==> src/rtl/ball_engine_pkg.sv <==
// Shared definitions for the ball engine and the renderer: FSM encoding, geometry defaults, serve points.
package ball_engine_pkg;

    typedef enum logic [1:0] {
        ST_IDLE = 2'd0,
        ST_PLAY = 2'd1,
        ST_MISS = 2'd2,
        ST_OVER = 2'd3
    } state_t;

    localparam int WIDTH_DEF        = 8;
    localparam int BIT_OF_WIDTH_DEF = 3;
    localparam int SIZE_DEF         = 2;

    // Serve after reset, game restart, or a top-player miss.
    localparam int SERVE_RST_X = 3;
    localparam int SERVE_RST_Y = 3;
    // Serve after a bottom-player miss.
    localparam int SERVE_BOT_X = 4;
    localparam int SERVE_BOT_Y = 4;

    function automatic logic [3:0] sat_inc(input logic [3:0] v, input logic [3:0] lim);
        return (v >= lim) ? v : v + 4'd1;
    endfunction

endpackage

==> src/rtl/ball_engine_paddle_hit.sv <==
// Combinational paddle coverage test: is column col under the paddle at position player?
// MIRROR selects the top paddle, whose position counts from the right edge.
module paddle_hit
    import ball_engine_pkg::*;
#(
    parameter int WIDTH        = WIDTH_DEF,
    parameter int BIT_OF_WIDTH = BIT_OF_WIDTH_DEF,
    parameter int SIZE         = SIZE_DEF,
    parameter bit MIRROR       = 1'b0
) (
    input  logic [BIT_OF_WIDTH-1:0] col,
    input  logic [BIT_OF_WIDTH-1:0] player,
    output logic                    hit
);

    always_comb begin
        hit = 1'b0;
        for (int k = 0; k < SIZE; k++) begin
            if (MIRROR) begin
                if (int'(col) == WIDTH - 1 - int'(player) - k) hit = 1'b1;
            end else begin
                if (int'(col) == int'(player) + k) hit = 1'b1;
            end
        end
        // Corner columns are never covered by a paddle.
        if (int'(col) < 1 || int'(col) > WIDTH - 2) hit = 1'b0;
    end

endmodule

==> src/rtl/ball_engine.sv <==
// Pong ball engine: steps the ball one cell per tick, bounces on walls and paddles, scores misses.
// pos_ball reflects a tick on the following cycle; misses freeze the ball for HOLD_TICKS ticks.
module ball_engine
    import ball_engine_pkg::*;
#(
    parameter int WIDTH        = WIDTH_DEF,
    parameter int BIT_OF_WIDTH = BIT_OF_WIDTH_DEF,
    parameter int SIZE         = SIZE_DEF,
    parameter int HOLD_TICKS   = 4,
    parameter int WIN_SCORE    = 9
) (
    input  logic                      clk,
    input  logic                      reset,
    input  logic                      tick,
    input  logic                      start,
    input  logic [BIT_OF_WIDTH-1:0]   player_top,
    input  logic [BIT_OF_WIDTH-1:0]   player_down,
    output logic [2*BIT_OF_WIDTH-1:0] pos_ball,
    output logic [3:0]                score_top,
    output logic [3:0]                score_down,
    output logic                      point,
    output logic                      game_over
);

    localparam int BW = BIT_OF_WIDTH;
    localparam int CW = (HOLD_TICKS > 1) ? $clog2(HOLD_TICKS) : 1;

    localparam logic [BW-1:0] C_ZERO    = '0;
    localparam logic [BW-1:0] C_ONE     = BW'(1);
    localparam logic [BW-1:0] C_TWO     = BW'(2);
    localparam logic [BW-1:0] C_MAX     = BW'(WIDTH - 1);
    localparam logic [BW-1:0] C_EDGE    = BW'(WIDTH - 2);
    localparam logic [BW-1:0] C_EDGE_IN = BW'(WIDTH - 3);
    localparam logic [BW-1:0] RST_X     = BW'(SERVE_RST_X);
    localparam logic [BW-1:0] RST_Y     = BW'(SERVE_RST_Y);
    localparam logic [BW-1:0] BOT_X     = BW'(SERVE_BOT_X);
    localparam logic [BW-1:0] BOT_Y     = BW'(SERVE_BOT_Y);
    localparam logic [CW-1:0] CNT_LAST  = CW'(HOLD_TICKS - 1);
    localparam logic [3:0]    WIN       = 4'(WIN_SCORE);

    state_t          state, state_n;
    logic [BW-1:0]   x, y, x_n, y_n, nx, ny;
    logic            dx_neg, dy_neg, dx_neg_n, dy_neg_n, step_dx_neg, step_dy_neg;
    logic [CW-1:0]   cnt, cnt_n;
    logic [3:0]      score_top_n, score_down_n;
    logic            hit_top, hit_down, miss_top, miss_down;

    // Horizontal step with wall reflection; feeds the paddle test below.
    always_comb begin
        step_dx_neg = dx_neg;
        if (dx_neg ? (x == C_ZERO) : (x == C_MAX)) begin
            step_dx_neg = ~dx_neg;
            nx          = dx_neg ? x + C_ONE : x - C_ONE;
        end else begin
            nx          = dx_neg ? x - C_ONE : x + C_ONE;
        end
    end

    paddle_hit #(.WIDTH(WIDTH), .BIT_OF_WIDTH(BW), .SIZE(SIZE), .MIRROR(1'b1)) u_hit_top (
        .col    (nx),
        .player (player_top),
        .hit    (hit_top)
    );

    paddle_hit #(.WIDTH(WIDTH), .BIT_OF_WIDTH(BW), .SIZE(SIZE), .MIRROR(1'b0)) u_hit_down (
        .col    (nx),
        .player (player_down),
        .hit    (hit_down)
    );

    always_comb begin
        ny          = y;
        step_dy_neg = dy_neg;
        miss_top    = 1'b0;
        miss_down   = 1'b0;
        if (y == C_ONE && dy_neg) begin
            if (hit_top) begin
                step_dy_neg = 1'b0;
                ny          = C_TWO;
            end else begin
                ny       = C_ZERO;
                miss_top = 1'b1;
            end
        end else if (y == C_EDGE && !dy_neg) begin
            if (hit_down) begin
                step_dy_neg = 1'b1;
                ny          = C_EDGE_IN;
            end else begin
                ny        = C_MAX;
                miss_down = 1'b1;
            end
        end else begin
            ny = dy_neg ? y - C_ONE : y + C_ONE;
        end
    end

    always_comb begin
        state_n      = state;
        x_n          = x;
        y_n          = y;
        dx_neg_n     = dx_neg;
        dy_neg_n     = dy_neg;
        cnt_n        = cnt;
        score_top_n  = score_top;
        score_down_n = score_down;
        case (state)
            ST_IDLE: begin
                if (start) state_n = ST_PLAY;
            end
            ST_PLAY: begin
                if (tick) begin
                    x_n      = nx;
                    y_n      = ny;
                    dx_neg_n = step_dx_neg;
                    dy_neg_n = step_dy_neg;
                    if (miss_top) begin
                        score_down_n = sat_inc(score_down, WIN);
                        state_n      = ST_MISS;
                        cnt_n        = '0;
                    end else if (miss_down) begin
                        score_top_n = sat_inc(score_top, WIN);
                        state_n     = ST_MISS;
                        cnt_n       = '0;
                    end
                end
            end
            ST_MISS: begin
                if (tick) begin
                    if (cnt == CNT_LAST) begin
                        cnt_n = '0;
                        if (score_top == WIN || score_down == WIN) begin
                            state_n = ST_OVER;
                        end else begin
                            state_n = ST_IDLE;
                            // The frozen row tells which side missed.
                            if (y == C_MAX) begin
                                x_n      = BOT_X;
                                y_n      = BOT_Y;
                                dx_neg_n = 1'b0;
                                dy_neg_n = 1'b1;
                            end else begin
                                x_n      = RST_X;
                                y_n      = RST_Y;
                                dx_neg_n = 1'b0;
                                dy_neg_n = 1'b0;
                            end
                        end
                    end else begin
                        cnt_n = cnt + CW'(1);
                    end
                end
            end
            ST_OVER: begin
                if (start) begin
                    state_n      = ST_IDLE;
                    score_top_n  = '0;
                    score_down_n = '0;
                    x_n          = RST_X;
                    y_n          = RST_Y;
                    dx_neg_n     = 1'b0;
                    dy_neg_n     = 1'b0;
                end
            end
            default: state_n = ST_IDLE;
        endcase
    end

    always_ff @(posedge clk) begin
        if (reset) begin
            state      <= ST_IDLE;
            x          <= RST_X;
            y          <= RST_Y;
            dx_neg     <= 1'b0;
            dy_neg     <= 1'b0;
            cnt        <= '0;
            score_top  <= '0;
            score_down <= '0;
        end else begin
            state      <= state_n;
            x          <= x_n;
            y          <= y_n;
            dx_neg     <= dx_neg_n;
            dy_neg     <= dy_neg_n;
            cnt        <= cnt_n;
            score_top  <= score_top_n;
            score_down <= score_down_n;
        end
    end

    assign pos_ball  = {x, y};
    assign point     = (state == ST_MISS);
    assign game_over = (state == ST_OVER);

endmodule

==> config.mk <==
export PLATFORM = sky130hd
export DESIGN_NAME = ball_engine
export DESIGN_NICKNAME = d
export VERILOG_FILES = /design/src/rtl/ball_engine_pkg.sv /design/src/rtl/ball_engine_paddle_hit.sv /design/src/rtl/ball_engine.sv
export SDC_FILE = /design/constraint.sdc
export NUM_CORES = 1
export LEC_CHECK = 0
export BUFFER_PORTS_ARGS = -buffer_cell sky130_fd_sc_hd__buf_2
export CORE_MARGIN = 1
export CORE_UTILIZATION = 45
export DETAILED_ROUTE_END_ITERATION = 16
export GPL_TIMING_DRIVEN = 0
export PLACE_DENSITY = 0.62
export SYNTH_ARGS = -nofsm -noshare
export SYNTH_HDL_FRONTEND = slang
export SYNTH_SLANG_ARGS = --single-unit
==> constraint.sdc <==
create_clock -name clk -period 5.4 [get_ports clk]
set_input_delay 0.81 -clock clk [delete_from_list [all_inputs] [get_ports clk]]
set_output_delay 0.81 -clock clk [all_outputs]
set_load 0.01 [all_outputs]
==> results.md <==
Setup path:
- The setup check on the worst reg-to-reg path leaves a slack of around 1.7 ns.
- For the worst flop-to-flop path, the logic depth is 11.
- The critical path endpoint category is a register.
- STA puts the critical path data required time at ~5.6 ns.
- The slowest stage of the critical path is the a211oi_4 cell.
- The startpoint-to-endpoint class of the critical path is reg2reg.
- Of all nets on the critical path, the largest fanout is 10.
- The category of the worst setup path launch point is a register.
- The launch instance of the worst register-to-register path is x[0].
- In this run the critical register-to-register path is captured at state[0].
- The critical path goes through clkbuf_1 > inv_1 > ha_1 > clkbuf_2 > mux2i_1 > o22ai_1 > o211a_1 > a211oi_4 > o211ai_1 > a21boi_0 > mux2_2.
- Data arrives at the worst endpoint at a little under 4 ns.
- The delay contributed by the slowest stage of the critical path is 0.42 ns.

Logic synthesis:
- The cell accounting for the most synthesized area is dfxtp_1.
- The average size of a mapped cell is 7.64 µm².
- Synthesis produced 290 cells.
- For this run, the leading register cell type out of synthesis is dfxtp_1.
- After synthesis, the cell types taking the most area are dfxtp_1 18%, ha_1 14%, nand2_1 5.3%, inv_1 4.2%, nand3_1 3.4%.
- In the post-synthesis netlist, the cell with the most instances is nand2_1.
- The proportion of synthesized chip area in sequential cells is a little under a fifth.
- The commonest cells after synthesis are 31 x nand2_1, 25 x inv_1, 24 x ha_1.
- The flop and latch count out of synthesis is 20.
- For this run, the number of Yosys warnings is 0.
- After synthesis, the largest area contributor takes up 18.1% of total cell area.
- The number of distinct library cell variants in the gate-level netlist after synthesis is 60.
- The number of enable-type register cells in the synthesized netlist is 0.
- The proportion of register bits with asynchronous set or reset after synthesis is 0%.
- The cell area that synthesis handed to floorplanning was between 2000 and 2500 µm².
- The number of nets handed over by synthesis was 324.

Drt:
- The top layer used by detailed routing is met4.
- The routed wirelength normalized by instance count is approximately 15 µm.
- Once detail routing completed, the nets flagged for antenna violations numbered 0.
- The routed via count divided by cell count is roughly 6.0.
- The initial DRC count is 189.
- Summed over all nets, wire length on met2 after detailed routing comes to between 2 and 3 mm.
- The total number of vias is ~2,300.
- In the routed design, unresolved DRC markers number 0.
- After detailed routing, the met3 layer carries around 240 µm of wire.
- The wire length on met1 is between 2 and 3 mm.
- After detailed routing, the total wire length is roughly 5.8 mm.
- The number of detailed-route iterations in the first pass is 8.

Timing:
- After layout, the worst path uses between 60% and 70% of the clock period.
- For the pin with the worst max-slew slack, the measured transition is 0.602 ns.
- The clock skew after layout is 0.000755 ns.
- Setup violations remaining at the end of the flow were counted as 0.
- The tightest slew margin relative to the limit is between 50% and 60%.
- The summed negative setup slack over all endpoints is 0 ns.
- The number of hold violations in the final report came to 0.
- Based on the critical path, the design can be clocked at up to 268 MHz.
- The final-report max-slew violation count is 0.
- Setup repair after global routing left no endpoint under its margin.
- The worst path in the final design needs a cycle of 3.73 ns, including I/O delays and setup.
- The tightest hold path in the finished design has a slack of 0.495 ns.

Finish:
- Registers take 400 µm².
- The share of final-layout standard cells stronger than drive strength 1 is approximately an eighth.
- The fill cell instance count of the final layout is around 480.
- The multi-input combinational cells in the finished layout cover a total of about 1700 µm².
- 0 antenna diodes ended up in the layout.
- For this run, the post-layout net count is about 350.
- The signed area change from the synthesized netlist to the final layout is 11.1%.

Hold path:
- The worst hold path terminates at cnt[0].
- The launch instance of the worst min-delay path is cnt[0].
- The worst hold path belongs to the class reg2reg.
- Counting instances, the worst hold path has a depth of 2.

Clocking:
- The number of buffers created by CTS is 3.
- CTS built an H-tree with a depth of 1.
- After clock tree synthesis, the flow added hold-fix buffers numbering 0.
- The TritonCTS clock tree is built.
- The post-cts repair resize count is 0.
- The clock latency on the worst-skew pair is between 0.2 and 0.3 ns.
- The tree is rooted in a clkbuf_8.
- Clock-pin slew was measured on the worst setup and hold paths at 0.07 ns.
- Once the clock tree was built, the setup fixing pass inserted 0 buffers.
- The longest clock path from root to sink contains 2 buffers.
- The number of sinks driven by the clock tree is 20.

Die:
- Measured along the x axis, the die boundary spans 72.2 µm.
- After floorplanning, the core was sized to cover approximately 4700 µm².
- The number of standard-cell rows in the floorplan is 25.
- The effective utilization at floorplan is roughly 47%.
- The area enclosed by the die boundary is ~5200 µm².
- Measured along the y axis, the die boundary spans about 72 µm.
- The count of pins on the block boundary is 26.

GRT:
- The global-route usage over all layers is around 22%.
- The via count of the first global-routing pass came to 1,973.
- Entering global routing, the biggest net connects 13 pins.
- After global routing the overflow that remains totals 0.
- The number of antenna violations at the first check in global routing is 0.
- The first global-routing pass estimated between 9 and 10 mm of wire.

Place:
- The total of buffers placed on input and output ports is 24.
- The detailed-placement wirelength estimate is between 4 and 5 mm.
- The routability congestion estimate is 0.831.

Power and ir drop:
- The power density over the cells is 532 nW/µm².
- The overall power after layout is ~1.3 mW.
- The static power due to leakage is 1.05 nW.
- The worst-case vdd ir drop is between 200 and 300 µV.

Run status:
- The flow ran to the end, and the final reports show no timing, DRC or antenna violations.

Run:
- The number of maximum-capacitance violations is 0.
-- metrics by stage --
step | utilization, % | cell area, µm² | std cells | setup slack [ns]
5_1_grt | 52.1 | 2460 | 384 | 1.32
3_5_place_dp | 51.2 | 2420 | 381 | 1.70
3_3_place_gp | 51.2 | 2420 | 381 | 1.73
6_report | 52.1 | 2460 | 384 | 1.67
2_1_floorplan | - | 2210 | 290 | 2.26
4_1_cts | 52.1 | 2460 | 384 | 1.69
-- worst max-delay path by stage --
stage          cells past startpoint  slack (ns)  from       end
3_5_place_dp                      11        1.70  x[0]  state[0]
4_1_cts                           11        1.69  x[0]  state[0]
3_3_place_gp                      11        1.73  x[0]  state[0]
2_1_floorplan                     11        2.26  x[0]  state[0]
5_1_grt                           11        1.32  x[0]  state[0]
6_report                          11        1.67  x[0]  state[0]
-- routing by layer --
metal	global-route usage [%]	vias up
met2	35.2	63
met4	2.83	0
met5	0	-
met1	32.8	1085
met3	3.06	2
li1	-	1153
-- worst max-delay path, delay by kind of cell, from the launching register on --
| family | cells | cell delay, ns |
|---|---|---|
| AOI/OAI and AO/OA | 5 | 1.55 |
| adders and majority gates | 1 | 0.26 |
| DFF | 1 | 0.35 |
| muxes | 2 | 0.66 |
| buffers and inverters | 3 | 0.80 |
-- state kept, by name, summed over array words and instances (netlist names) --
register / flops
dy_neg: 1
dx_neg: 1
score_top: 4
y: 3
score_down: 4
x: 3
cnt: 2
state: 2
-- final cells by class --
class,count,area share [%]
inverter,25,3.81
tap,67,3.41
timing repair buffer,24,4.88
clock buffer,3,1.68
sequential,20,16.3
multi-input combinational,233,67.4
buffer,12,2.49
-- layout by cell type (no fill, tap or decap), types with 5 or more instances in the layout --
cell      instances
inv_1            25
nand3_1          15
nor2_1           20
nand3b_1          5
mux2i_1           6
nand4_1           6
dfxtp_1          20
nand2b_1          5
buf_2            24
clkbuf_1          9
o21ai_0          14
ha_1             24
nand2_1          31
a21oi_1          13
o211ai_1          9
a211oi_1          7
-- cells by family (layout without fill, tap and decap cells) --
logic type / count (synthesis) / after routing / synth area share [%]
xor+xnor: 4 / 4 / 1.58
mux: 8 / 8 / 3.73
simple gates: 110 / 110 / 25.9
flops: 20 / 20 / 18.1
buf+inv: 37 / 64 / 7.01
compound gates: 87 / 87 / 30.2
fa+ha+maj: 24 / 24 / 13.6
-- power breakdown --
group	leakage, nW	switching [mW]	internal [mW]
logic	0.864	0.607	0.378
registers	0.163	0.0407	0.185
clock network	0.0216	0.0492	0.0497
No activity file was read; power rests on OpenSTA's default activity.
